**config.mk**
```make
export PLATFORM = sky130hd
export DESIGN_NAME = divisor_seq
export DESIGN_NICKNAME = d
export VERILOG_FILES = /design/src/rtl/divisor_pkg.sv /design/src/rtl/divisor_step.sv /design/src/rtl/divisor_seq.sv
export SDC_FILE = /design/constraint.sdc
export NUM_CORES = 1
export LEC_CHECK = 0
export ABC_AREA = 1
export BUFFER_PORTS_ARGS = -buffer_cell sky130_fd_sc_hd__buf_2
export CORE_MARGIN = 1.5
export CORE_UTILIZATION = 45
export CTS_BUF_LIST = sky130_fd_sc_hd__clkbuf_4
export DETAILED_ROUTE_END_ITERATION = 8
export PLACE_DENSITY = 0.74
export SYNTH_ARGS = -nofsm -noshare
export SYNTH_HDL_FRONTEND = slang
export SYNTH_HIERARCHICAL = 1
export SYNTH_SLANG_ARGS = --single-unit
```
**constraint.sdc**
```tcl
create_clock -name clk -period 2.1 [get_ports clk]
set_clock_uncertainty 0.2 [all_clocks]
set_input_delay 0.525 -clock clk [delete_from_list [all_inputs] [get_ports clk]]
set_output_delay 0.525 -clock clk [all_outputs]
set_load 0.02 [all_outputs]
```
**src/rtl/divisor_pkg.sv**
```systemverilog
// Shared definitions for the sequential restoring divider: FSM encoding,
// counter sizing and width-derived constants.
package divisor_pkg;

    typedef enum logic [1:0] {
        ST_IDLE = 2'd0,
        ST_RUN  = 2'd1,
        ST_FIN  = 2'd2
    } state_e;

    // Widest operand the constant helpers below can describe.
    localparam int MAX_W = 64;

    function automatic int clog2(input int n);
        int r;
        r = 0;
        while ((1 << r) < n) r++;
        return r;
    endfunction

    // Iteration counter must hold the value WIDTH itself.
    function automatic int cnt_w(input int width);
        return clog2(width + 1);
    endfunction

    // All-ones pattern in the low 'width' bits (quotient on divide-by-zero).
    function automatic logic [MAX_W-1:0] ones_const(input int width);
        logic [MAX_W-1:0] v;
        v = '0;
        for (int i = 0; i < width; i++) v[i] = 1'b1;
        return v;
    endfunction

    // Most negative two's-complement value of 'width' bits.
    function automatic logic [MAX_W-1:0] min_const(input int width);
        logic [MAX_W-1:0] v;
        v = '0;
        v[width-1] = 1'b1;
        return v;
    endfunction

endpackage

```
**src/rtl/divisor_step.sv**
```systemverilog
// One restoring-division iteration: shift the next dividend bit into the
// partial remainder and subtract the divisor if it fits.
module divisor_step
    import divisor_pkg::*;
#(
    parameter int WIDTH = 8
) (
    input  logic [WIDTH-1:0] i_rem,
    input  logic             i_bit,
    input  logic [WIDTH-1:0] i_div,
    output logic [WIDTH-1:0] o_rem,
    output logic             o_q
);

    logic [WIDTH-1:0] w_sh;
    logic [WIDTH-1:0] w_diff;

    assign w_sh   = {i_rem[WIDTH-2:0], i_bit};
    assign w_diff = w_sh - i_div;
    // When the remainder MSB is set the true shifted value is >= 2^WIDTH and
    // therefore exceeds any divisor; the WIDTH-bit wrapped difference is then
    // still the exact new remainder because that remainder is < divisor.
    assign o_q    = i_rem[WIDTH-1] | (w_sh >= i_div);
    assign o_rem  = o_q ? w_diff : w_sh;

endmodule

```
**src/rtl/divisor_seq.sv**
```systemverilog
// Multi-cycle restoring divider with start/busy/done handshake, optional
// two's-complement mode and divide-by-zero / overflow flags.
module divisor_seq
    import divisor_pkg::*;
#(
    parameter int WIDTH  = 8,
    parameter int SIGNED = 0
) (
    input  logic             clk,
    input  logic             reset,
    input  logic             start,
    input  logic [WIDTH-1:0] A,
    input  logic [WIDTH-1:0] B,
    output logic             busy,
    output logic             done,
    output logic [WIDTH-1:0] S,
    output logic [WIDTH-1:0] R,
    output logic             dbz,
    output logic             ovf
);

    localparam int               CW       = cnt_w(WIDTH);
    localparam logic [MAX_W-1:0] L_ONES_X = ones_const(WIDTH);
    localparam logic [MAX_W-1:0] L_MIN_X  = min_const(WIDTH);
    localparam logic [WIDTH-1:0] L_ONES   = L_ONES_X[WIDTH-1:0];
    localparam logic [WIDTH-1:0] L_MIN    = L_MIN_X[WIDTH-1:0];
    localparam logic             L_SGN    = (SIGNED != 0);

    state_e           r_state;
    logic [CW-1:0]    r_cnt;
    logic [WIDTH-1:0] r_rem;
    logic [WIDTH-1:0] r_dvd;     // dividend shifts out MSB-first, quotient fills from LSB
    logic [WIDTH-1:0] r_dsr;
    logic             r_neg_q;
    logic             r_neg_r;
    logic             r_ovf_pend;
    logic             r_busy;
    logic             r_done;
    logic [WIDTH-1:0] r_s;
    logic [WIDTH-1:0] r_r;
    logic             r_dbz;
    logic             r_ovf;

    logic             w_sa;
    logic             w_sb;
    logic [WIDTH-1:0] w_amag;
    logic [WIDTH-1:0] w_bmag;
    logic             w_ovf_det;
    logic [WIDTH-1:0] w_rem;
    logic             w_q;
    logic [WIDTH-1:0] w_quot;
    logic [WIDTH-1:0] w_s_fin;
    logic [WIDTH-1:0] w_r_fin;

    // Operand signs are forced to zero in unsigned mode, so the magnitude
    // path collapses to a plain copy. |MIN| = 2^(WIDTH-1) fits unsigned.
    assign w_sa      = L_SGN & A[WIDTH-1];
    assign w_sb      = L_SGN & B[WIDTH-1];
    assign w_amag    = w_sa ? -A : A;
    assign w_bmag    = w_sb ? -B : B;
    assign w_ovf_det = L_SGN & (A == L_MIN) & (B == L_ONES);

    divisor_step #(.WIDTH(WIDTH)) u_step (
        .i_rem (r_rem),
        .i_bit (r_dvd[WIDTH-1]),
        .i_div (r_dsr),
        .o_rem (w_rem),
        .o_q   (w_q)
    );

    // Final quotient/remainder of the last step, with sign fix folded in so
    // the FIN cycle costs nothing extra.
    assign w_quot  = {r_dvd[WIDTH-2:0], w_q};
    assign w_s_fin = r_neg_q ? -w_quot : w_quot;
    assign w_r_fin = r_neg_r ? -w_rem : w_rem;

    assign busy = r_busy;
    assign done = r_done;
    assign S    = r_s;
    assign R    = r_r;
    assign dbz  = r_dbz;
    assign ovf  = r_ovf;

    // Control FSM and datapath registers; FIN also accepts a new start so
    // back-to-back divisions lose no cycle.
    always_ff @(posedge clk or negedge reset) begin
        if (!reset) begin
            r_state    <= ST_IDLE;
            r_cnt      <= '0;
            r_rem      <= '0;
            r_dvd      <= '0;
            r_dsr      <= '0;
            r_neg_q    <= 1'b0;
            r_neg_r    <= 1'b0;
            r_ovf_pend <= 1'b0;
            r_busy     <= 1'b0;
            r_done     <= 1'b0;
            r_s        <= '0;
            r_r        <= '0;
            r_dbz      <= 1'b0;
            r_ovf      <= 1'b0;
        end else begin
            r_done <= 1'b0;
            case (r_state)
                ST_IDLE, ST_FIN: begin
                    if (start) begin
                        r_s        <= '0;
                        r_r        <= '0;
                        r_dbz      <= 1'b0;
                        r_ovf      <= 1'b0;
                        r_neg_q    <= w_sa ^ w_sb;
                        r_neg_r    <= w_sa;
                        r_ovf_pend <= w_ovf_det;
                        if (B == '0) begin
                            r_state <= ST_FIN;
                            r_done  <= 1'b1;
                            r_s     <= L_ONES;
                            r_r     <= A;
                            r_dbz   <= 1'b1;
                        end else begin
                            r_state <= ST_RUN;
                            r_busy  <= 1'b1;
                            r_cnt   <= CW'(WIDTH);
                            r_rem   <= '0;
                            r_dvd   <= w_amag;
                            r_dsr   <= w_bmag;
                        end
                    end else begin
                        r_state <= ST_IDLE;
                    end
                end
                ST_RUN: begin
                    r_rem <= w_rem;
                    r_dvd <= w_quot;
                    r_cnt <= r_cnt - 1'b1;
                    if (r_cnt == CW'(1)) begin
                        r_state <= ST_FIN;
                        r_busy  <= 1'b0;
                        r_done  <= 1'b1;
                        r_s     <= w_s_fin;
                        r_r     <= w_r_fin;
                        r_ovf   <= r_ovf_pend;
                    end
                end
                default: r_state <= ST_IDLE;
            endcase
        end
    end

endmodule

```
==> run summary <==
========================================================================================
Data arrival time at the worst-slack endpoint                                    2280 ps
Cell type with the highest aggregate area in the netlist                    sky130_fd_sc_hd__dfrtp_1
Total Power                                                                      6480 µW
Most frequent cell after synthesis                                          sky130_fd_sc_hd__nand2_1
Finish-stage setup viols                                                               9
Commonest cells in the synthesized netlist                                  sky130_fd_sc_hd__nand2_1, sky130_fd_sc_hd__dfrtp_1, sky130_fd_sc_hd__inv_1
Top FF cell, synth                                                          sky130_fd_sc_hd__dfrtp_1
Mapped Cells                                                                         392
Drt drc                                                                                0
Final critical-path setup slack                                                 -43.8 ps
Setup slack after placement                                                      -180 ps
Share of flip-flops with an asynchronous set or reset after synthesis               1.00
Count of placed standard cells in the final layout, fillers left out                 528
Pin count of the biggest net entering global routing                                  50
Total wirelength of the detailed-routed design                                   6420 µm
First-pass iteration count of the detailed router                                      4
Initial antenna violation count                                                        0
Critical path start-end classification                                      flip-flop to flip-flop
Standard-cell row count                                                               29
Ys Warns                                                                               6
Total inserted antenna cells                                                           0
Static power due to leakage                                                   0.00201 µW
Type of origin of the critical path                                            flip-flop
Violations in the final reports                                             setup timing
Hold Vio Cnt, Final                                                                    0
Max-slew violation count                                                               0
Port buffer count                                                                     37
Total half-perimeter wirelength after legalization and detailed placement        4500 µm
Layout overhead on the synthesized area                                            18.1%
Top-level I/O count                                                                   39
First-pass GRT wire length                                                      11300 µm
Fmax                                                                             466 MHz
Routed Antenna Nets                                                                    0
Core outline area                                                            0.00631 mm²
Avg Vias per Cell                                                                   4.89
Share of final-layout standard cells stronger than drive strength 1                0.257
Aggregate global-route resource usage                                              0.199
H-tree level count                                                                     2
Routed vias                                                                         2580
Die ar.                                                                      0.00695 mm²
Clock latency at the later pin of the worst-skew pair                             390 ps
Required arrival time at the worst endpoint                                      2230 ps
Initial standard-cell utilization of the core                                      0.461
Synthesized netlist net count                                                        422
Remaining Overflow, GRT                                                                0
Number of max-cap violations                                                           0
Cell at the root of the clock tree                                          sky130_fd_sc_hd__clkbuf_4
Outcome                                                                     finished with violations
TritonCTS clock tree                                                                done
Number of register bits inferred by synthesis                                         49
Count of filler cells inserted in the layout                                         608
Clock Sinks                                                                           49
Class of the most critical hold timing path                                 input port to flip-flop
Dpl cells                                                                            509
Area of the mapped netlist                                                   0.00291 mm²
Vertical die dimension                                                           83.4 µm
Synthesized area per cell                                                       7.42 µm²
Leading cell types by total area after synthesis                            sky130_fd_sc_hd__dfrtp_1, sky130_fd_sc_hd__nand2_1, sky130_fd_sc_hd__inv_1, sky130_fd_sc_hd__ha_1, sky130_fd_sc_hd__nand3_1
Crit-path max FO                                                                       6
Power density over the cells                                                 1890 mW/mm²
Global placer's final weighted congestion                                          0.857
Width of the die                                                                 83.4 µm
Period Utilization, post-route                                                      1.02
Final net count                                                                      480
Unique cell type count in the Yosys netlist                                           28
1st-iter DRT viols                                                                   175
Vias in the first global route                                                      2565
Area fraction of the dominant cell type after synthesis                            0.422
Reg clk slew, reported paths                                                      140 ps
Clock Path Buffers                                                                     2
Clock period minus final worst setup slack                                       2140 ps
Final routed wire length divided by cell count                                   12.2 µm
Number of buffers created by CTS                                                       5
Number of synthesized flops with an enable pin                                         0
Tightest hold margin                                                              144 ps
Maximum ir drop on the vdd rail                                                 0.775 mV
Share of the yosys chip area belonging to registers                                0.422
Critical path endpoint category                                                flip-flop
Unrepaired setup endpoints after global routing                                     true
========================================================================================
flip-flops by register name, indices dropped and copies added (netlist names):
signal and cells:
r_dsr 8, busy 1, r_rem 8, r_cnt 4, r_dvd 8, dbz 1
done 1, r_state 2, R 8, S 8
cell families (layout without fill, tap and decap cells):
group / Yosys count / count (layout) / share of synthesized area
AOI/OAI and AO/OA: 15 / 15 / 0.0323
xor gates and xnor gates: 3 / 3 / 0.00904
adders and majority gates: 11 / 11 / 0.0499
buffers and inverters: 52 / 110 / 0.0912
DFF: 49 / 49 / 0.422
other: 1 / 1 / 0.00129
and+or+nand+nor: 261 / 262 / 0.395
what timing repair did:
item,4_1_cts,5_1_grt
buffers inserted,10,0
cloned,1,0
pin swaps,15,9
hold endpoints to repair,49,0
setup endpoints to repair,18,18
resized for setup,7,17
hold buffers,1,0
final cells by class:
| cell class | count | area, µm² | share of cell area |
|---|---|---|---|
| repair buffers | 63 | 403 | 0.117 |
| well taps | 77 | 96.3 | 0.0281 |
| multi-input cells | 292 | 1500 | 0.436 |
| inverters | 39 | 151 | 0.0441 |
| clock buffers | 6 | 45.0 | 0.0131 |
| clock inverters | 2 | 15.0 | 0.00437 |
| flip-flops and latches | 49 | 1230 | 0.357 |
power by group:
part | leakage [µW] | switching, µW | internal, µW | total [µW]
combinational | 0.00136 | 2600 | 1780 | 4380
sequential | 0.000619 | 269 | 1370 | 1640
clock | 0.0000279 | 317 | 144 | 461
total | 0.00201 | 3190 | 3290 | 6480
through the flow:
stage	utilization	setup TNS, ps	cell area, µm²
after floorplan	-	0	2910
after global placement	0.507	-937	3200
after detailed placement	0.507	-2070	3200
after CTS	0.533	-280	3370
after global routing	0.544	-1730	3430
final	0.544	-208	3430
final timing paths:
check                         start  endpoint  slack (ps)  cells after the start
setup / recovery           r_dvd[7]  r_dvd[0]         -40                     15
hold / removal                 B[3]  r_dsr[3]         140                      3
setup reg to reg           r_dvd[7]  r_dvd[0]         -40                     15
hold reg to reg                busy      busy         280                      2
max in group asynchronous     reset  r_dsr[2]        1040                      3
min in group asynchronous     reset       dbz         440                      3
worst max-delay path, cell delays in order (launching register included):
cell	delay [ps]
sky130_fd_sc_hd__dfrtp_1	400
sky130_fd_sc_hd__inv_2	70
sky130_fd_sc_hd__ha_4	160
sky130_fd_sc_hd__fa_2	330
sky130_fd_sc_hd__inv_2	80
sky130_fd_sc_hd__nand2_4	60
sky130_fd_sc_hd__nand2_4	70
sky130_fd_sc_hd__nand2_4	50
sky130_fd_sc_hd__nand2_4	60
sky130_fd_sc_hd__nand2_4	80
sky130_fd_sc_hd__nand2_8	110
sky130_fd_sc_hd__buf_6	110
sky130_fd_sc_hd__nand2_1	80
sky130_fd_sc_hd__o21ai_1	110
sky130_fd_sc_hd__nand2_1	80
sky130_fd_sc_hd__nand2_1	60
cells in the final DEF, fill, tap and decap left out, drive strengths merged:
master,synthesis,final
dfrtp,49,49
nor2,25,25
xor2,1,1
clkinvlp,0,2
o21ai,13,13
a21oi,2,2
conb,1,1
buf,13,62
nand2,199,200
dlygate4sd3,0,1
clkbuf,0,6
fa,1,1
nand4,1,1
nand3,28,28
nand3b,4,4
ha,10,10
inv,39,39
or2,4,4
xnor2,2,2
layer usage:
metal | up-vias | track usage | wire length [µm]
met1 | 1212 | 0.238 | 2770
li1 | 1312 | - | -
met2 | 44 | 0.361 | 3340
met4 | 0 | 0.0727 | 133
met3 | 12 | 0.0298 | 178
met5 | - | 0 | 0
(Power assumes the default switching activity.)
